===== config.mk =====
export PLATFORM = sky130hd
export DESIGN_NAME = stopwatch_counter
export DESIGN_NICKNAME = d
export VERILOG_FILES = /design/src/rtl/stopwatch_counter.sv
export SDC_FILE = /design/constraint.sdc
export NUM_CORES = 1
export LEC_CHECK = 0
export ABC_AREA = 1
export CAP_MARGIN = 20
export CORE_ASPECT_RATIO = 0.8
export CORE_MARGIN = 2
export CORE_UTILIZATION = 62
export CTS_BUF_LIST = sky130_fd_sc_hd__clkbuf_4
export CTS_CLUSTER_DIAMETER = 200
export CTS_CLUSTER_SIZE = 10
export DETAILED_ROUTE_END_ITERATION = 10
export GPL_TIMING_DRIVEN = 1
export PLACE_DENSITY = 0.91
export SLEW_MARGIN = 20
export SYNTH_ARGS = -nofsm -noshare
export SYNTH_HDL_FRONTEND = slang
export SYNTH_SLANG_ARGS = --single-unit

===== constraint.sdc =====
create_clock -name clk_in -period 2 [get_ports clk_in]
set_input_delay 0.4 -clock clk_in [delete_from_list [all_inputs] [get_ports clk_in]]
set_output_delay 0.4 -clock clk_in [all_outputs]
set_load 0.01 [all_outputs]

===== src/rtl/stopwatch_counter.sv =====
// stopwatch_counter: BCD MM:SS.CC stopwatch stepped by rising edges of a synchronised 100 Hz wave.
// Start/stop, lap freeze and clear control; display shows the lap copy while frozen.
module stopwatch_counter #(
    parameter int SYNC_STAGES = 2,
    parameter int MIN_LIMIT   = 59
) (
    input  logic       clk_in,
    input  logic       res,
    input  logic       ena,
    input  logic       tick_in,
    input  logic       start_stop,
    input  logic       lap,
    input  logic       clear,
    output logic [2:0] min_t,
    output logic [3:0] min_u,
    output logic [2:0] sec_t,
    output logic [3:0] sec_u,
    output logic [3:0] cs_t,
    output logic [3:0] cs_u,
    output logic       running,
    output logic       lap_hold,
    output logic       wrap
);
    localparam logic [2:0] MT_MAX = 3'(MIN_LIMIT / 10);
    localparam logic [3:0] MU_MAX = 4'(MIN_LIMIT % 10);

    typedef enum logic {STOPPED, RUNNING} state_t;

    state_t                 r_state;
    logic [SYNC_STAGES-1:0] r_sync;
    logic [SYNC_STAGES-1:0] r_fill;
    logic                   r_edge;
    logic                   r_step;
    logic [21:0]            r_live;
    logic [21:0]            r_lap;
    logic                   r_hold;
    logic                   r_wrap;
    logic                   w_step;
    logic                   w_cnt;
    logic [22:0]            w_inc;

    // Returns {wrap, next} for one BCD centisecond increment.
    function automatic logic [22:0] f_inc(input logic [21:0] t);
        logic [2:0] mt, st;
        logic [3:0] mu, su, ct, cu;
        logic       w;
        {mt, mu, st, su, ct, cu} = t;
        w = 1'b0;
        if (cu != 4'd9) cu = cu + 4'd1;
        else begin
            cu = '0;
            if (ct != 4'd9) ct = ct + 4'd1;
            else begin
                ct = '0;
                if (su != 4'd9) su = su + 4'd1;
                else begin
                    su = '0;
                    if (st != 3'd5) st = st + 3'd1;
                    else begin
                        st = '0;
                        if (mt == MT_MAX && mu == MU_MAX) begin
                            mt = '0;
                            mu = '0;
                            w  = 1'b1;
                        end else if (mu != 4'd9) mu = mu + 4'd1;
                        else begin
                            mu = '0;
                            mt = mt + 3'd1;
                        end
                    end
                end
            end
        end
        return {w, mt, mu, st, su, ct, cu};
    endfunction

    // The edge flop reads as high until the chain holds real samples, so a wave
    // already high at reset release is not mistaken for a rising edge.
    assign w_step = r_sync[SYNC_STAGES-1] & ~r_edge;
    assign w_cnt  = r_step & (r_state == RUNNING);
    assign w_inc  = f_inc(r_live);

    always_ff @(posedge clk_in) begin
        if (res) begin
            r_state <= STOPPED;
            r_sync  <= '0;
            r_fill  <= '0;
            r_edge  <= 1'b1;
            r_step  <= 1'b0;
            r_live  <= '0;
            r_lap   <= '0;
            r_hold  <= 1'b0;
            r_wrap  <= 1'b0;
        end else if (ena) begin
            r_sync <= {r_sync[SYNC_STAGES-2:0], tick_in};
            r_fill <= {r_fill[SYNC_STAGES-2:0], 1'b1};
            r_edge <= r_fill[SYNC_STAGES-1] ? r_sync[SYNC_STAGES-1] : 1'b1;
            r_step <= w_step;
            if (clear) begin
                r_state <= STOPPED;
                r_live  <= '0;
                r_lap   <= '0;
                r_hold  <= 1'b0;
                r_wrap  <= 1'b0;
            end else begin
                r_state <= start_stop ? (r_state == RUNNING ? STOPPED : RUNNING) : r_state;
                r_wrap  <= w_cnt & w_inc[22];
                if (w_cnt) r_live <= w_inc[21:0];
                if (lap && r_hold) r_hold <= 1'b0;
                else if (lap && r_state == RUNNING) begin
                    r_lap  <= r_live;
                    r_hold <= 1'b1;
                end
            end
        end
    end

    assign {min_t, min_u, sec_t, sec_u, cs_t, cs_u} = r_hold ? r_lap : r_live;
    assign running  = (r_state == RUNNING);
    assign lap_hold = r_hold;
    assign wrap     = r_wrap;
endmodule


==> flow_results.xml <==
<?xml version="1.0" encoding="UTF-8"?>
<metrics>
  <group name="detailed_routing">
    <metric name="antenna_left" unit="">0</metric>
    <metric name="wl_per_cell" unit="microns">12.9</metric>
    <metric name="routed_via_density" unit="">5.45</metric>
    <metric name="routed-via-count" unit="">2591</metric>
    <metric name="wl" unit="microns">6110</metric>
    <metric name="drcViolationCount" unit="">0</metric>
    <metric name="detailedRoute.firstIterationViolations" unit="">235</metric>
    <metric name="firstDrtPassIters" unit="">4</metric>
  </group>
  <group name="worst_setup_path">
    <metric name="critical_path.top_delay_family" unit="">buffers and inverters</metric>
    <metric name="crit_slowest_cell" unit="">sky130_fd_sc_hd__dfxtp_4</metric>
    <metric name="criticalPathCategory" unit="">reg2out</metric>
    <metric name="worstPathRequired" unit="ns">1.60</metric>
    <metric name="path_cells" unit="">buf_4 -&gt; buf_12 -&gt; o21ai_0 -&gt; dlygate4sd2_1</metric>
    <metric name="timing.critical_path.arrival" unit="ns">1.51</metric>
    <metric name="worstPathBufferInverterCount" unit="">3</metric>
    <metric name="critPathMaxStageDelay" unit="ns">0.40</metric>
    <metric name="start_kind" unit="">register</metric>
    <metric name="critical_path_peak_fanout" unit="">21</metric>
    <metric name="crit_path_end_kind" unit="">output port</metric>
  </group>
  <group name="placed_design">
    <metric name="hpwlAfterDp" unit="microns">4310</metric>
    <metric name="pre_cts_slack" unit="ns">-0.000591</metric>
    <metric name="finalWeightedCongestion" unit="">0.912</metric>
    <metric name="dp.cells" unit="">464</metric>
    <metric name="place.port_buffers" unit="">31</metric>
  </group>
  <group name="hold_path">
    <metric name="hold_class" unit="">reg2reg</metric>
  </group>
  <group name="logic_synthesis">
    <metric name="postSynthCellCount" unit="">383</metric>
    <metric name="yosysTopAreaCell" unit="">sky130_fd_sc_hd__dfxtp_1</metric>
    <metric name="seq_area_frac_synth" unit="%">40.5</metric>
    <metric name="synth_warnings" unit="">0</metric>
    <metric name="count_leader_synth" unit="">sky130_fd_sc_hd__nand2_1</metric>
    <metric name="synth_top_flop_cell" unit="">sky130_fd_sc_hd__dfxtp_1</metric>
    <metric name="synth.distinct_cells" unit="">27</metric>
    <metric name="top_area_cell_type_share_of_the_netlist_area" unit="%">40.5</metric>
    <metric name="synth_area" unit="sq mm">0.00262</metric>
    <metric name="avgSynthCellArea" unit="sq um">6.85</metric>
    <metric name="synth_async_sr_flop_share" unit="%">0</metric>
    <metric name="netlist_top_cells_area" unit="">sky130_fd_sc_hd__dfxtp_1 (40%), sky130_fd_sc_hd__nand2_1 (15%), sky130_fd_sc_hd__nand3_1 (8.4%)</metric>
    <metric name="synth-edff-count" unit="">0</metric>
    <metric name="synth_nets" unit="">398</metric>
    <metric name="postSynthRegisterBits" unit="">53</metric>
    <metric name="synth.cells.most_frequent" unit="">sky130_fd_sc_hd__nand2_1 (105), sky130_fd_sc_hd__dfxtp_1 (53), sky130_fd_sc_hd__nand3_1 (44), sky130_fd_sc_hd__a21oi_1 (42)</metric>
  </group>
  <group name="floorplanning">
    <metric name="die_area" unit="sq mm">0.00477</metric>
    <metric name="die_width" unit="microns">76.7</metric>
    <metric name="die-height" unit="microns">62.2</metric>
    <metric name="start_util" unit="%">63.6</metric>
    <metric name="io_pins" unit="">32</metric>
    <metric name="row_count" unit="">21</metric>
    <metric name="core-area" unit="sq mm">0.00413</metric>
  </group>
  <group name="sta">
    <metric name="finalWorstPathRequiredPeriod" unit="ns">1.91</metric>
    <metric name="final.period_utilization" unit="%">95.6</metric>
    <metric name="setup_slack_of_the_critical_path_after_layout" unit="ns">0.0881</metric>
    <metric name="finalHoldViolCount" unit="">0</metric>
    <metric name="max_fclk" unit="MHz">523</metric>
    <metric name="timing_max_transition_violations_final" unit="">0</metric>
    <metric name="worst_slew_margin" unit="%">65.4</metric>
    <metric name="fin_skew" unit="ns">0.00431</metric>
    <metric name="tightestPinTransition" unit="ns">0.519</metric>
    <metric name="number_of_setup_violations_in_the_final_report" unit="">0</metric>
  </group>
  <group name="final_layout">
    <metric name="post_route_cells_drive_above_1_share" unit="%">8.13</metric>
    <metric name="post_synthesis_to_final_layout_area_growth" unit="%">18.8</metric>
    <metric name="fin_nets" unit="">433</metric>
    <metric name="nFillCells" unit="">341</metric>
    <metric name="antenna_cells_inserted" unit="">0</metric>
    <metric name="finalNonFillerCells" unit="">475</metric>
  </group>
  <group name="global_routing">
    <metric name="antenna_found_initial" unit="">0</metric>
    <metric name="groute.usage.overall" unit="%">26.4</metric>
    <metric name="grt_pass1_vias" unit="">2308</metric>
    <metric name="grt_remaining_overflow" unit="">0</metric>
    <metric name="grt_start_max_net_pins" unit="">24</metric>
    <metric name="grt_first_pass_wirelength" unit="microns">10200</metric>
  </group>
  <group name="outcome">
    <metric name="result_of_the_run" unit="">finished clean</metric>
  </group>
  <group name="pwr">
    <metric name="p_leak" unit="nW">1.33</metric>
    <metric name="power-per-cell-area" unit="mW/mm^2">541</metric>
    <metric name="post-layout-total-power" unit="mW">1.68</metric>
    <metric name="ir_worst_vdd" unit="mV">0.389</metric>
  </group>
  <group name="clock_tree">
    <metric name="clk_path_buf_depth" unit="">2</metric>
    <metric name="clk_pin_slew" unit="ns">0.14</metric>
    <metric name="clk_latency" unit="ns">0.36</metric>
    <metric name="cts_inserted_buffers" unit="">5</metric>
    <metric name="cts_tree" unit="">built</metric>
    <metric name="cts_hold_buf" unit="">0</metric>
    <metric name="cts.sink_count" unit="">53</metric>
    <metric name="clock-root-buffer" unit="">sky130_fd_sc_hd__clkbuf_4</metric>
    <metric name="cts-htree-levels" unit="">2</metric>
  </group>
  <group name="run">
    <metric name="max-cap-violations" unit="">0</metric>
  </group>
</metrics>
metrics by stage:
stage | hold WS, ns | util, % | TNS, ns | area, sq um
after floorplan | 0.431 | - | 0 | 2620
after CTS | 0.473 | 74.3 | 0 | 3070
after detailed placement | 0.454 | 73.1 | -0.000591 | 3010
after global placement | 0.444 | 73.1 | 0 | 3010
after global routing | 0.502 | 75.5 | -0.00253 | 3110
final | 0.472 | 75.5 | 0 | 3110
repair_timing:
action | 4_1_cts | 5_1_grt
gates cloned | 0 | 0
endpoints found under the setup margin | 21 | 4
setup buffers | 1 | 3
gates resized for setup | 24 | 9
flip-flops by register name (all words and copies together) (netlist names):
register	count
running	1
r_step	1
lap_hold	1
r_live	22
r_sync	2
r_lap	22
r_fill	2
r_edge	1
wrap	1
power by group:
group	total (mW)	switching [mW]	internal (mW)	leakage, nW
registers	1.08	0.0123	1.07	0.430
logic	0.148	0.0947	0.0532	0.874
clock network	0.455	0.313	0.142	0.0292
layout make-up:
cell class              instances  area, sq um  area share, %
flip-flops and latches         53         1060           34.2
inverters                      34          131           4.22
multi-input cells             277         1350           43.5
clock inverters                 1         3.75          0.121
well taps                      57         71.3           2.29
clock buffers                   6         45.0           1.45
repair buffers                 47          444           14.3
layout by cell type, fill, tap and decap left out, types with 3 or more instances in the layout:
master	instances
sky130_fd_sc_hd__nor3_1	4
sky130_fd_sc_hd__clkbuf_4	6
sky130_fd_sc_hd__o21ai_0	29
sky130_fd_sc_hd__nor2_1	25
sky130_fd_sc_hd__xor2_1	3
sky130_fd_sc_hd__nand2_1	105
sky130_fd_sc_hd__nand3_1	44
sky130_fd_sc_hd__dfxtp_1	52
sky130_fd_sc_hd__inv_2	4
sky130_fd_sc_hd__inv_1	29
sky130_fd_sc_hd__dlygate4sd2_1	17
sky130_fd_sc_hd__dlymetal6s2s_1	4
sky130_fd_sc_hd__ha_1	8
sky130_fd_sc_hd__clkdlybuf4s50_1	9
sky130_fd_sc_hd__a21oi_1	42
sky130_fd_sc_hd__buf_4	14
per-layer routing:
metal  GRT usage, %  vias up  wire, microns
met3           5.38       16            325
met4           7.27        0            116
met1           33.3     1167           2680
met2           45.8       86           2990
li1               -     1322              -
met5              0        -              0
kinds of logic after synthesis:
kind of cell             after synthesis  share of synthesized area, %
AND/OR/NAND/NOR                      190                          31.9
adder cells (fa/ha/maj)                8                          3.82
buffers and inverters                 53                          7.92
flip-flops                            53                          40.5
AO/OA/AOI/OAI                         76                          14.9
XOR/XNOR                               3                          1.00
worst reg2reg max path: stages, from the launching register on:
cell                      delay (ns)
sky130_fd_sc_hd__dfxtp_1        0.36
sky130_fd_sc_hd__inv_1          0.11
sky130_fd_sc_hd__ha_1           0.15
sky130_fd_sc_hd__nand3_1        0.12
sky130_fd_sc_hd__nand2_1        0.15
sky130_fd_sc_hd__nand2_1        0.06
sky130_fd_sc_hd__nor2_1         0.27
sky130_fd_sc_hd__nand3_1        0.17
sky130_fd_sc_hd__nand2_1        0.12
sky130_fd_sc_hd__nor2_1         0.07
path summary, 6_finish.rpt:
path	depth (start not counted)	startpoint	end	slack, ns
worst min-delay path	2	r_live[6]	r_lap[6]	0.47
worst max register to register	9	r_live[9]	r_live[20]	0.32
worst max-delay path	4	lap_hold	cs_t[3]	0.09
worst min register to register	2	r_live[6]	r_lap[6]	0.47
(Power assumes the default switching activity.)
